[config.mk]
export PLATFORM = sky130hd
export DESIGN_NAME = truth_table_sweeper
export DESIGN_NICKNAME = d
export VERILOG_FILES = /design/src/rtl/truth_table_sweeper.sv
export SDC_FILE = /design/constraint.sdc
export NUM_CORES = 1
export LEC_CHECK = 0
export CORE_AREA = 5 5 69 71
export CTS_CLUSTER_DIAMETER = 150
export DETAILED_ROUTE_END_ITERATION = 10
export DIE_AREA = 0 0 74 76
export MAX_ROUTING_LAYER = met4
export PLACE_DENSITY = 0.74
export SLEW_MARGIN = 10
export SYNTH_ARGS = -nofsm -noshare
export SYNTH_HDL_FRONTEND = slang
export SYNTH_SLANG_ARGS = --single-unit
[constraint.sdc]
create_clock -name clk -period 2.16 [get_ports clk]
set_input_delay 0.432 -clock clk [delete_from_list [all_inputs] [get_ports clk]]
set_output_delay 0.432 -clock clk [all_outputs]
set_load 0.1 [all_outputs]
[src/rtl/truth_table_sweeper.sv]
// truth_table_sweeper: holds an N-input Boolean function as a loadable truth
// table and, on start, walks minterms 0..2^N-1 in order. It emits the index, the
// variable vector and the function value for each minterm, and accumulates the
// true-minterm count and the minterm mask (the canonical sum-of-products).
// The optional consumer backpressure port 'ready' exists only when the
// TT_SWEEP_STALL_EN macro is defined.
module truth_table_sweeper #(
    parameter int                N       = 3,
    parameter logic [(1<<N)-1:0] TT_INIT = 8'hF4
) (
    input  logic                clk,
    input  logic                rst,
    input  logic                tt_load,
    input  logic [(1<<N)-1:0]   tt_in,
    input  logic                start,
`ifdef TT_SWEEP_STALL_EN
    input  logic                ready,
`endif
    output logic                valid,
    output logic [N-1:0]        minterm,
    output logic [N-1:0]        vars,
    output logic                f_out,
    output logic                busy,
    output logic                done,
    output logic [N:0]          ones_count,
    output logic [(1<<N)-1:0]   sop_mask
);

    localparam int            W    = 1 << N;
    localparam logic [N-1:0]  LAST = N'(W - 1);

    typedef enum logic [1:0] {
        IDLE,
        SWEEP,
        DONE
    } state_t;

    state_t         state_q, state_d;
    logic [W-1:0]   tt_q, tt_d;
    logic [N-1:0]   minterm_q, minterm_d;
    logic           valid_q, valid_d;
    logic           f_out_q, f_out_d;
    logic           busy_q, busy_d;
    logic           done_q, done_d;
    logic [N:0]     ones_count_q, ones_count_d;
    logic [W-1:0]   sop_mask_q, sop_mask_d;

    logic [W-1:0]   tt_next;
    logic [N-1:0]   minterm_inc;
    logic           accept;

    // A load in the same cycle as start must be visible to the first step,
    // so the sweep reads the table the register is about to hold.
    assign tt_next     = tt_load ? tt_in : tt_q;
    assign minterm_inc = minterm_q + N'(1);

`ifdef TT_SWEEP_STALL_EN
    assign accept = valid_q & ready;
`else
    assign accept = valid_q;
`endif

    // Next-state and next-output logic; every output is precomputed here so the
    // registered values line up with the minterm they describe.
    always_comb begin
        state_d      = state_q;
        tt_d         = tt_q;
        minterm_d    = minterm_q;
        valid_d      = valid_q;
        f_out_d      = f_out_q;
        busy_d       = busy_q;
        done_d       = 1'b0;
        ones_count_d = ones_count_q;
        sop_mask_d   = sop_mask_q;

        case (state_q)
            IDLE, DONE: begin
                tt_d    = tt_next;
                valid_d = 1'b0;
                busy_d  = 1'b0;
                state_d = IDLE;
                if (start) begin
                    state_d      = SWEEP;
                    minterm_d    = '0;
                    ones_count_d = '0;
                    sop_mask_d   = '0;
                    valid_d      = 1'b1;
                    busy_d       = 1'b1;
                    f_out_d      = tt_next[0];
                end
            end
            SWEEP: begin
                if (accept) begin
                    ones_count_d            = ones_count_q + (N+1)'(f_out_q);
                    sop_mask_d[minterm_q]   = sop_mask_q[minterm_q] | f_out_q;
                    if (minterm_q == LAST) begin
                        state_d = DONE;
                        valid_d = 1'b0;
                        busy_d  = 1'b0;
                        done_d  = 1'b1;
                    end else begin
                        minterm_d = minterm_inc;
                        f_out_d   = tt_q[minterm_inc];
                    end
                end
            end
            default: begin
                state_d = IDLE;
                valid_d = 1'b0;
                busy_d  = 1'b0;
            end
        endcase
    end

    // State and output registers; reset abandons any sweep in progress.
    always_ff @(posedge clk or posedge rst) begin
        if (rst) begin
            state_q      <= IDLE;
            tt_q         <= TT_INIT;
            minterm_q    <= '0;
            valid_q      <= 1'b0;
            f_out_q      <= 1'b0;
            busy_q       <= 1'b0;
            done_q       <= 1'b0;
            ones_count_q <= '0;
            sop_mask_q   <= '0;
        end else begin
            state_q      <= state_d;
            tt_q         <= tt_d;
            minterm_q    <= minterm_d;
            valid_q      <= valid_d;
            f_out_q      <= f_out_d;
            busy_q       <= busy_d;
            done_q       <= done_d;
            ones_count_q <= ones_count_d;
            sop_mask_q   <= sop_mask_d;
        end
    end

    assign valid      = valid_q;
    assign minterm    = minterm_q;
    assign vars       = minterm_q;
    assign f_out      = f_out_q;
    assign busy       = busy_q;
    assign done       = done_q;
    assign ones_count = ones_count_q;
    assign sop_mask   = sop_mask_q;

endmodule

# == Yosys cells after proc, flatten, opt, wreduce, memory -nomap -nowiden ==
# Index checks and enable logic that the tools add are counted.
# W data, S select, Z words.
# op_classes
add_sub_neg,2
div_mod_pow,0
eq_ne,7
magnitude_cmp,3
multipliers,0
n_reduce_logical,8
mux,36
n_shift,0
bitwise_logic,1
# op_table
op,n
$mux W1,16
$mux W8,2
$pmux W8 S2,1
$mux W3,3
$bwmux W8,1
$lt A3 B4 Y1 const B,2
$mux W4,2
$ne A2 B2 Y1 const B,4
$pmux W4 S2,1
$bmux W1 S3,2
$pmux W1 S2,3
$pmux W3 S2,1
$add A4 B1 Y4,1
$mux W2,2
$pmux W2 S2,1
$reduce_and A2 Y1,2
$reduce_and A4 Y1,1
$add A3 B1 Y3 const B,1
$demux W1 S3,1
$eq A3 B3 Y1 const B,1
$ge A3 B1 Y1 const B,1
$reduce_and A3 Y1,1
$eq A2 B1 Y1 const B,1
$eq A2 B2 Y1 const B,1
other kinds (5),5
# totals
ramBits,0
input_bits,12
latch_bits,0
reg_bits,29
memories,0
output_inout_bits,22
rom_bits,0

# == Longest topological paths before layout ==
# depth
word_depth,7
ltp_mapped,6
mapped_depth_nobuf,6

# == Worst setup path after synthesis ==
# No wires, ideal clock.
# synth_path
path_kind,reg2reg
from,"register minterm_q[0], in the netlist minterm[0]"
to,"register f_out_q, in the netlist f_out"
required_time_ps,2038
path_buffers,0
setup_slack_ps,-210
arrival_ps,2248
stages_incl_launch_ff,6
path_cell_list,dfrtp_1 > ha_1 > mux4_1 > mux2i_1 > nand2_1 > a22o_1
# synth_between
elab_chain_cells,6
elab_cells_between_ends,9
# synth_rtl
item,line_no,rtl
start: declaration,40,"logic [N-1:0] minterm_q, minterm_d;"
start signal: assignment,130,minterm_q <= minterm_d;
$add A3 B1 Y3,55,assign minterm_inc = minterm_q + N'(1);
$bmux W1 S3,103,f_out_d = tt_q[minterm_inc];
$mux W1 (not written as such),103,
$mux W1,96,if (minterm_q == LAST) begin
$mux W1,93,if (accept) begin
$pmux W1 S2,76,case (state_q)
end signal: assignment,132,f_out_q <= f_out_d;
end: declaration,42,"logic f_out_q, f_out_d;"
# Parallel ways exist; a longest one is shown, timed or not. The select of a mux whose other input is x is not followed.
# A chain may end at the register's enable or synchronous reset.

# == Final worst setup path ==
# Same ends and word-level chain as after synthesis.

==> flow_summary.ini <==
[synthesis]
yosys.area.top_type = dfrtp_1
syn_area_sq_mm = 0.00149
synth.yosys.warnings = 0
avgSynthCellArea_sq_um = 10.3
ys_seq_area_share_pct = 49.2
synth_seq_cells = 29
synth_top_area_share_pct = 40.4
synthesis.nets = 160
synthTopCellsByArea = dfrtp_1 40%, dfstp_2 8.8%, o21ai_1 6.4%
syn_inst = 144
synth.distinct_cells = 34

[hold_path]
worstHoldPathCells = 1
min_to = tt_q[3]
worstHoldPathType = flop to flop
min_from = tt_q[3]

[cts]
cts_buffers = 5
post-cts-setup-buffer-count = 0
cts_root_buf = clkbuf_8
cts_tree = yes
clkSinkCount = 29
clk_pin_slew_ns = 0.07
clk_latency_ns = 0.29
htreeDepth = 2
clockBufferDepth = 2
ctsHoldBuffers = 0
cts_resized = 0

[timing]
tns_ns = 0
clock_skew_ns = 0.00911
drv_slew = 0
rsz0062_at_grt = false
post-route-period-util_pct = 84.2
hold_violations = 0
setup_violations = 0
worstMarginPinSlew_ns = 0.519
layout_min_cycle_time_ns = 1.82
max_slew_margin_pct = 65.4
clock.fmax_ghz = 0.550

[worst_setup_path]
critPathBufInv = 0
r2r-end = f_out
r2r.worst_path.cells = 5
crit_arrival_ns = 2.00
critPathMaxFanout = 3
critPathMaxStageDelay_ns = 0.57
critPathTopFamily = multiplexers
required_ns = 2.34
end_kind = flop
worstSetupPathType = flop to flop
startpoint_type = flop
crit_slowest_cell = mux4_1
rrSetupSlack_ns = 0.34
cp_cell_sequence = ha_1 > mux4_1 > mux2i_1 > nand2_1 > a22o_1
worstSetupStartpoint = minterm[0]
r2r_start = minterm[0]

[placed_design]
io_buffer_count = 33
gp_congestion = 0.772
hpwl_microns = 2290

[cells_and_area]
num-nets-final = 195
drive_above_1_share_pct = 26.1
diodes = 0
syn2layout_area_growth_pct = 32.9

[floorplan]
dieWidth_microns = 74
chipHeight_microns = 76
io_pins = 34
start_util_pct = 35.6
design.die.area_sq_mm = 0.00562
core_area_sq_mm = 0.00417
rows = 24

[drt]
ant_nets = 0
dr_total_vias = 1169
wl_per_cell_microns = 13.3
top_layer = met4
drcViolationCount = 0
vias_per_cell = 5.04
drt_iter0_drc = 49
drt_wl_total_microns = 3090
dr_wl_met3_microns = 220
wl_met2_microns = 1460
dr.pass1.iters = 4
m1WireLength_microns = 1360

[grt]
grt_pass1_wl_microns = 5450
grt_pass1_vias = 1184
gr-total-overflow = 0
track_usage_pct = 12.4
grt_start_max_net_pins = 18
antenna_found_initial = 0

[job]
maxCapViolCount = 0

[outcome]
status = finished, final reports clean
==> synth_stat cells <==
| library cell | n |
|---|---|
| and4bb_2 | 1 |
| nand2b_1 | 2 |
| o21bai_1 | 1 |
| buf_4 | 3 |
| and2b_1 | 1 |
| ha_1 | 4 |
| and3b_1 | 2 |
| a22o_1 | 1 |
| a211oi_2 | 1 |
| buf_2 | 5 |
| o41ai_1 | 2 |
| nor3_1 | 2 |
| nor2_2 | 1 |
| nor2_1 | 9 |
| a31oi_1 | 2 |
| and2_1 | 2 |
| nor3b_1 | 2 |
| nand4_1 | 1 |
| mux4_1 | 2 |
| inv_1 | 1 |
| nand2_1 | 20 |
| clkbuf_1 | 2 |
| mux2i_1 | 5 |
| xor2_1 | 2 |
| o21ai_1 | 19 |
| a21oi_1 | 4 |
| o21ai_0 | 1 |
| inv_2 | 2 |
| dfrtp_1 | 24 |
| nor2b_1 | 3 |
| mux2_1 | 8 |
| dfstp_2 | 5 |
| o21a_1 | 1 |
| nand3_1 | 3 |
==> per-layer routing <==
metal | up-vias | global-route usage (%)
met5 | - | -
met4 | 0 | 5.43
met3 | 7 | 4.49
met2 | 29 | 18.7
met1 | 561 | 14.8
li1 | 572 | -
==> state kept, by name, indices dropped and copies added, names as in the netlist <==
name,count
done,1
tt_q,8
state_q,2
valid,1
minterm,3
sop_mask,8
f_out,1
busy,1
ones_count,4
==> worst max-delay path by stage <==
stage                     depth (start not counted)     to  slack (ns)
after global placement                            5  f_out        0.35
final                                             5  f_out        0.34
after floorplan                                   5  f_out        0.02
after CTS                                         5  f_out        0.32
after detailed placement                          5  f_out        0.33
after global routing                              5  f_out        0.26
==> placed cells by master, fill, tap and decap left out, types with 7 or more instances in the layout <==
| master | count |
|---|---|
| mux2_1 | 8 |
| o21ai_1 | 19 |
| buf_4 | 22 |
| clkbuf_8 | 7 |
| clkdlybuf4s50_1 | 11 |
| nor2_1 | 9 |
| dfrtp_1 | 22 |
| nand2_1 | 20 |
==> cell families after synthesis <==
| logic type | after synthesis | synth area share (%) |
|---|---|---|
| compound gates | 32 | 12.5 |
| xor+xnor | 2 | 1.18 |
| fa+ha+maj | 4 | 3.36 |
| buf+inv | 13 | 4.46 |
| flops | 29 | 49.2 |
| mux | 15 | 13.0 |
| simple gates | 49 | 16.3 |
==> per-stage QoR <==
step | hold slack (ns) | utilization (%) | worst slack (ns) | instance area, sq um | instances
after floorplan | 0.449 | - | 0.0221 | 1490 | 144
after global placement | 0.460 | 44.9 | 0.353 | 1880 | 224
after detailed placement | 0.470 | 44.9 | 0.335 | 1880 | 224
after CTS | 0.485 | 47.4 | 0.321 | 1980 | 232
after global routing | 0.510 | 47.4 | 0.259 | 1980 | 232
final | 0.478 | 47.4 | 0.341 | 1980 | 232
==> cell type report <==
class	instances	area, sq um
fillers	379	2200
flip-flops and latches	29	734
multi-input cells	102	689
repair buffers	38	375
clock buffers	7	96.3
well taps	52	65.1
inverters	3	11.3
clock inverters	1	5.00
==> worst reg2reg max path, delay by kind of cell, from the launching register on <==
family / cells / cell delay (ns)
AO/OA/AOI/OAI: 1 / 0.17
adder cells (fa/ha/maj): 1 / 0.35
AND/OR/NAND/NOR: 1 / 0.07
flip-flops: 1 / 0.40
multiplexers: 2 / 0.74
Power is not shown: default switching activity piles up to over one toggle a cycle in this logic, so the estimate is an artifact.
